[config.mk]
export PLATFORM = sky130hd
export DESIGN_NAME = fp16_argmax_ctrl_flat
export DESIGN_NICKNAME = d
export VERILOG_FILES = /design/src/rtl/fp16_argmax_ctrl_pkg.sv /design/src/rtl/fp16_argmax_ctrl_if.sv /design/src/rtl/fp16_argmax_ctrl_gt.sv /design/src/rtl/fp16_argmax_ctrl.sv /design/src/flat_wrapper.sv
export SDC_FILE = /design/constraint.sdc
export NUM_CORES = 1
export LEC_CHECK = 0
export ABC_AREA = 0
export BUFFER_PORTS_ARGS = -buffer_cell sky130_fd_sc_hd__buf_2
export CAP_MARGIN = 20
export CORE_MARGIN = 2
export CORE_UTILIZATION = 55
export DETAILED_ROUTE_END_ITERATION = 8
export PLACE_DENSITY = 0.9
export SLEW_MARGIN = 15
export SYNTH_ARGS = -nofsm -noshare
export SYNTH_HDL_FRONTEND = slang
export SYNTH_SLANG_ARGS = --single-unit
export TNS_END_PERCENT = 30
[constraint.sdc]
create_clock -name clk -period 3.5 [get_ports clk]
set_clock_uncertainty 0.1 [all_clocks]
set_input_delay 0.7 -clock clk [delete_from_list [all_inputs] [get_ports clk]]
set_output_delay 0.7 -clock clk [all_outputs]
set_load 0.005 [all_outputs]
[src/rtl/fp16_argmax_ctrl_pkg.sv]
// Shared FP16 field positions, special constants and controller state encoding.
package fp16_pkg;

  localparam int SIGN_BIT = 15;
  localparam int EXP_MSB  = 14;
  localparam int EXP_LSB  = 10;
  localparam int MANT_W   = 10;

  localparam logic [15:0] FP16_POS_ZERO = 16'h0000;
  localparam logic [15:0] FP16_NEG_ZERO = 16'h8000;

  typedef enum logic [1:0] {
    IDLE = 2'd0,
    SCAN = 2'd1,
    DONE = 2'd2
  } state_t;

endpackage

[src/rtl/fp16_argmax_ctrl_if.sv]
// Scan control, sample stream and result handshake of the argmax controller.
interface fp16_argmax_ctrl_if #(
  parameter int DATA_WIDTH = 16,
  parameter int MAX_LEN    = 1024,
  parameter int IDX_W      = $clog2(MAX_LEN)
);
  logic                  start;
  logic                  mode_min;
  logic [IDX_W:0]        len;
  logic                  abort;
  logic                  in_valid;
  logic [DATA_WIDTH-1:0] in_data;
  logic                  in_ready;
  logic                  busy;
  logic                  res_valid;
  logic                  res_empty;
  logic [DATA_WIDTH-1:0] res_value;
  logic [IDX_W-1:0]      res_index;
  logic                  res_ack;

  modport master (
    output start, mode_min, len, abort, in_valid, in_data, res_ack,
    input  in_ready, busy, res_valid, res_empty, res_value, res_index
  );

  modport slave (
    input  start, mode_min, len, abort, in_valid, in_data, res_ack,
    output in_ready, busy, res_valid, res_empty, res_value, res_index
  );
endinterface

[src/rtl/fp16_argmax_ctrl_gt.sv]
// Combinational FP16 strict greater-than; NaN/Inf ordered by bit pattern.
module fp16_gt
  import fp16_pkg::*;
(
  input  logic [15:0] a,
  input  logic [15:0] b,
  output logic        gt
);

  logic              sign_a, sign_b;
  logic [4:0]        exp_a, exp_b;
  logic [MANT_W:0]   sig_a, sig_b;
  logic              mag_gt, mag_lt;

  assign sign_a = a[SIGN_BIT];
  assign sign_b = b[SIGN_BIT];
  assign exp_a  = a[EXP_MSB:EXP_LSB];
  assign exp_b  = b[EXP_MSB:EXP_LSB];
  // Hidden bit is set for every non-zero exponent (normals and Inf/NaN).
  assign sig_a  = {|exp_a, a[MANT_W-1:0]};
  assign sig_b  = {|exp_b, b[MANT_W-1:0]};

  assign mag_gt = (exp_a > exp_b) || ((exp_a == exp_b) && (sig_a > sig_b));
  assign mag_lt = (exp_a < exp_b) || ((exp_a == exp_b) && (sig_a < sig_b));

  // NOTE: every combinational output gets a default first so no path leaves it unassigned (no latch).
  always_comb begin
    gt = 1'b0;
    if (sign_a != sign_b) gt = sign_b;
    else if (!sign_a)     gt = mag_gt;
    else                  gt = mag_lt;
  end

endmodule

[src/rtl/fp16_argmax_ctrl.sv]
// Streams N FP16 samples through one comparator; returns max/min value and first index.
module fp16_argmax_ctrl
  import fp16_pkg::*;
#(
  parameter int DATA_WIDTH = 16,
  parameter int MAX_LEN    = 1024,
  parameter int IDX_W      = $clog2(MAX_LEN)
) (
  input  logic               clk,
  input  logic               rst_n,
  fp16_argmax_ctrl_if.slave  bus
);

  localparam logic [IDX_W:0] MAX_LEN_L = (IDX_W+1)'(MAX_LEN);

  state_t                state, state_nx;
  logic [IDX_W:0]        cnt, len_q, len_sat;
  logic                  mode_q;
  logic [DATA_WIDTH-1:0] best;
  logic [IDX_W-1:0]      best_idx;
  logic                  empty_q;
  logic                  start_ok, accept, last, cand_gt;
  logic [DATA_WIDTH-1:0] op_a, op_b;

  assign len_sat  = (bus.len > MAX_LEN_L) ? MAX_LEN_L : bus.len;
  assign start_ok = bus.start && !bus.abort && (state == IDLE || state == DONE);
  // abort masks the handshake even though in_ready is still shown.
  assign accept   = bus.in_valid && (state == SCAN) && !bus.abort;
  assign last     = (cnt == len_q - 1'b1);

  // Operands swap for argmin so the single comparator defines both orderings.
  assign op_a = mode_q ? best : bus.in_data;
  assign op_b = mode_q ? bus.in_data : best;

  fp16_gt u_gt (
    .a  (op_a),
    .b  (op_b),
    .gt (cand_gt)
  );

  // NOTE: sequential state uses non-blocking assignments so every register samples pre-edge values.
  always_ff @(posedge clk or negedge rst_n) begin
    if (!rst_n) state <= IDLE;
    else        state <= state_nx;
  end

  always_comb begin
    state_nx = state;
    case (state)
      IDLE:    if (bus.start) state_nx = (len_sat == '0) ? DONE : SCAN;
      SCAN:    if (accept && last) state_nx = DONE;
      DONE: begin
        if (bus.start)        state_nx = (len_sat == '0) ? DONE : SCAN;
        else if (bus.res_ack) state_nx = IDLE;
      end
      default: state_nx = IDLE;
    endcase
    if (bus.abort) state_nx = IDLE;
  end

  always_ff @(posedge clk or negedge rst_n) begin
    if (!rst_n) begin
      cnt      <= '0;
      len_q    <= '0;
      mode_q   <= 1'b0;
      best     <= FP16_POS_ZERO;
      best_idx <= '0;
      empty_q  <= 1'b0;
    end else if (bus.abort) begin
      empty_q  <= 1'b0;
    end else if (start_ok) begin
      cnt      <= '0;
      len_q    <= len_sat;
      mode_q   <= bus.mode_min;
      empty_q  <= (len_sat == '0);
      if (len_sat == '0) begin
        best     <= FP16_POS_ZERO;
        best_idx <= '0;
      end
    end else if (accept) begin
      cnt <= cnt + 1'b1;
      if (cnt == '0 || cand_gt) begin
        best     <= bus.in_data;
        best_idx <= cnt[IDX_W-1:0];
      end
    end else if (state == DONE && bus.res_ack) begin
      empty_q  <= 1'b0;
    end
  end

  assign bus.in_ready  = (state == SCAN);
  assign bus.busy      = (state == SCAN);
  assign bus.res_valid = (state == DONE);
  assign bus.res_empty = empty_q;
  assign bus.res_value = best;
  assign bus.res_index = best_idx;

endmodule

[src/flat_wrapper.sv]
// flat-port wrapper written by rule: the top's interface ports become plain ports
module fp16_argmax_ctrl_flat import fp16_pkg::*;
#(
  parameter int DATA_WIDTH = 16,
  parameter int MAX_LEN    = 1024,
  parameter int IDX_W      = $clog2(MAX_LEN)
)
  (clk, rst_n, bus_start, bus_mode_min, bus_len, bus_abort, bus_in_valid, bus_in_data, bus_res_ack, bus_in_ready, bus_busy, bus_res_valid, bus_res_empty, bus_res_value, bus_res_index);
  fp16_argmax_ctrl_if #(.DATA_WIDTH(DATA_WIDTH), .MAX_LEN(MAX_LEN), .IDX_W(IDX_W)) bus_i ();
  input  logic clk;
  input  logic rst_n;
  input wire logic [$bits(bus_i.start)-1:0] bus_start;
  input wire logic [$bits(bus_i.mode_min)-1:0] bus_mode_min;
  input wire logic [$bits(bus_i.len)-1:0] bus_len;
  input wire logic [$bits(bus_i.abort)-1:0] bus_abort;
  input wire logic [$bits(bus_i.in_valid)-1:0] bus_in_valid;
  input wire logic [$bits(bus_i.in_data)-1:0] bus_in_data;
  input wire logic [$bits(bus_i.res_ack)-1:0] bus_res_ack;
  output wire logic [$bits(bus_i.in_ready)-1:0] bus_in_ready;
  output wire logic [$bits(bus_i.busy)-1:0] bus_busy;
  output wire logic [$bits(bus_i.res_valid)-1:0] bus_res_valid;
  output wire logic [$bits(bus_i.res_empty)-1:0] bus_res_empty;
  output wire logic [$bits(bus_i.res_value)-1:0] bus_res_value;
  output wire logic [$bits(bus_i.res_index)-1:0] bus_res_index;
  assign bus_i.start = bus_start;
  assign bus_i.mode_min = bus_mode_min;
  assign bus_i.len = bus_len;
  assign bus_i.abort = bus_abort;
  assign bus_i.in_valid = bus_in_valid;
  assign bus_i.in_data = bus_in_data;
  assign bus_i.res_ack = bus_res_ack;
  assign bus_in_ready = bus_i.in_ready;
  assign bus_busy = bus_i.busy;
  assign bus_res_valid = bus_i.res_valid;
  assign bus_res_empty = bus_i.res_empty;
  assign bus_res_value = bus_i.res_value;
  assign bus_res_index = bus_i.res_index;
  fp16_argmax_ctrl #(.DATA_WIDTH(DATA_WIDTH), .MAX_LEN(MAX_LEN), .IDX_W(IDX_W)) u_core (.clk(clk), .rst_n(rst_n), .bus(bus_i));
endmodule
==> results.json <==
{
  "die_width_um": 84.7,
  "hold_class": "primary input to async pin",
  "seq_area_frac_synth_pct": 36.3,
  "arrival_ns": 3.32,
  "relSlewSlack_pct": 36.6,
  "setup_viol": 0,
  "instances_no_fill": 549,
  "rows": 29,
  "drt_first_pass_iters": 5,
  "grt_max_degree": 35,
  "num_vias": 3251,
  "totalWireLength_mm": 8.39,
  "status": "complete, no violations",
  "yosysMostFrequentCell": "nand2_1",
  "async_flop_share_pct": 100,
  "post-synth-top-area-fraction_pct": 36.3,
  "post_cts_resized": 0,
  "synth-edff-count": 0,
  "syn_avg_cell_area_um2": 8.64,
  "grt.overflow.total": 0,
  "worstSetupStartpoint": "u_core.mode_q",
  "final.period_utilization_pct": 91.0,
  "p_clk_share_pct": 15.2,
  "antenna_found_initial": 0,
  "hold_buffers": 0,
  "grt_setup_unrepaired": "no",
  "drc": 0,
  "cp_cell_sequence": "buf_4, mux2i_1, ha_1, a21oi_1, nand2_1, a211oi_1, nand2_1, a211oi_4, buf_4, mux2i_1",
  "leakage_uw": 0.00212,
  "core_um2": 6310,
  "htreeDepth": 2,
  "via_per_inst": 5.92,
  "clockBufferDepth": 2,
  "ys_ff_latch": 52,
  "power_frac_seq_pct": 40.5,
  "ant_nets": 0,
  "dp.cells": 541,
  "port_buffers": 63,
  "maxCapViolCount": 0,
  "cts_root_buffer": "clkbuf_8",
  "max_clock_freq_mhz": 314,
  "cpMaxStageDelayCell": "dfrtp_1",
  "clk_latency_ns": 0.31,
  "cts_buffers": 5,
  "cts.sinks": 52,
  "ys.flop_type": "dfrtp_1",
  "drt_iter0_markers": 316,
  "ys_warn_count": 0,
  "fin_crit_ns": 3.19,
  "syn-num-nets": 467,
  "dpl.hpwl_mm": 6.42,
  "ir_drop_uv": 340,
  "num_io_pins": 64,
  "r2r-start": "u_core.mode_q",
  "grt_pass1_wl_mm": 14.0,
  "postCtsSetupBuffers": 0,
  "wire_per_inst_um": 15.3,
  "grt_pass1_vias": 3055,
  "syn_area_um2": 3580,
  "track_usage_pct": 24.0,
  "layout-drive-gt1-share_pct": 18.6,
  "holdWs_ns": 0.346,
  "worst_path_largest_cell_delay_ns": 0.69,
  "internal_power_uw": 1350,
  "nets": 523,
  "finalWorstSetupSlack_ns": 0.314,
  "synth_top_area_cell": "dfrtp_1",
  "synth.distinct_cells": 52,
  "power_frac_comb_pct": 44.3,
  "antenna_cells": 0,
  "place_ws_ns": 0.305,
  "netlist_top_cells_area": "dfrtp_1 36%, mux2i_1 11%, nand2_1 7.3%",
  "die_area_um2": 7180,
  "p_sw_uw": 900,
  "die_h_um": 84.7,
  "clk_pin_slew_worst_paths_ns": 0.10,
  "area_growth_pct": 12.6,
  "required_ns": 3.64,
  "p_sw_share_pct": 40.0,
  "cp_max_fo": 23,
  "place.gp.congestion": 0.875,
  "initial_utilization_pct": 56.8,
  "cp-start-kind": "flop",
  "power_density_nw_per_um2": 557,
  "synthTopCellsByCount": "70 x nand2_1, 52 x dfrtp_1, 41 x mux2i_1",
  "worstMarginPinSlew_ns": 0.951,
  "hold_violations": 0,
  "endpoint_kind": "flop",
  "tritoncts": "done",
  "syn_inst": 415,
  "critPathKind": "flop to flop",
  "final_max_slew_viol_count": 0,
  "tns_ns": 0
}
worst paths after layout:
check                                     endpoint  slack (ns)  cells past startpoint
setup / recovery           u_core.bus.res_index[0]        0.31                     10
hold / removal             u_core.bus.res_index[1]        0.35                      1
setup reg to reg           u_core.bus.res_index[0]        0.31                     10
hold reg to reg            u_core.bus.res_index[2]        0.43                      2
max in group asynchronous  u_core.bus.res_value[4]        2.22                      2
min in group clk           u_core.bus.res_index[2]        0.43                      2
flip-flops by register name (all words and copies together) (netlist names):
| signal | count |
|---|---|
| u_core.bus.res_empty | 1 |
| u_core.bus.res_index | 10 |
| u_core.bus.res_value | 16 |
| u_core.cnt | 11 |
| u_core.len_q | 11 |
| u_core.mode_q | 1 |
| u_core.state | 2 |
worst max-delay path: cells and delay by family (launching register included):
family,cells,cell delay (ns)
AOI/OAI and AO/OA,3,0.67
adders and majority gates,1,0.28
buffers and inverters,2,0.68
DFF,1,0.69
muxes,2,0.47
and+or+nand+nor,2,0.21
area by class of cell:
cell class / count / area, µm²
sequential: 52 / 1300
multi-input combinational: 311 / 2070
timing repair buffer: 70 / 368
inverter: 31 / 116
clock inverter: 3 / 18.8
clock buffer: 5 / 68.8
tap: 77 / 96.3
fill: 513 / 2280
layout by cell type, fill, tap and decap left out, drive strengths merged, types with 6 or more instances in the layout:
cell,instances
nand2,70
buf,70
dfrtp,52
mux2i,41
o21ai,36
inv,31
a21oi,21
ha,18
nand3,14
nand2b,13
nor2,8
xnor2,8
nor4,8
and3,7
nor2b,6
nor3,6
layer usage:
metal  track usage [%]  share of wire [%]
met1              31.6                 43
met4              8.66                1.8
met5                 0                  0
met3              4.42                6.3
met2              39.6                 49
power groups by stage:
stage / Sequential [µW] / Combinational [µW] / Clock, µW
finish: 910 / 997 / 342
global route: 932 / 1130 / 374
CTS: 906 / 998 / 348
detailed placement: 917 / 993 / 0
global placement: 905 / 940 / 0
floorplan: 890 / 688 / 0
cell families after synthesis:
group	after synthesis	share of synthesized area [%]
AND/OR/NAND/NOR	149	20.6
AO/OA/AOI/OAI	86	14.6
buffers and inverters	52	6.35
flip-flops	52	36.3
multiplexers	45	12.7
adder cells (fa/ha/maj)	18	6.28
XOR/XNOR	13	3.18
metrics by stage:
step	instance area, µm²	utilization, %	total power, µW
floorplan	3580	-	1580
global placement	3950	62.6	1850
detailed placement	3950	62.6	1910
CTS	4040	64.0	2250
global route	4040	64.0	2430
finish	4040	64.0	2250
Power figures use the tool's default switching activity.
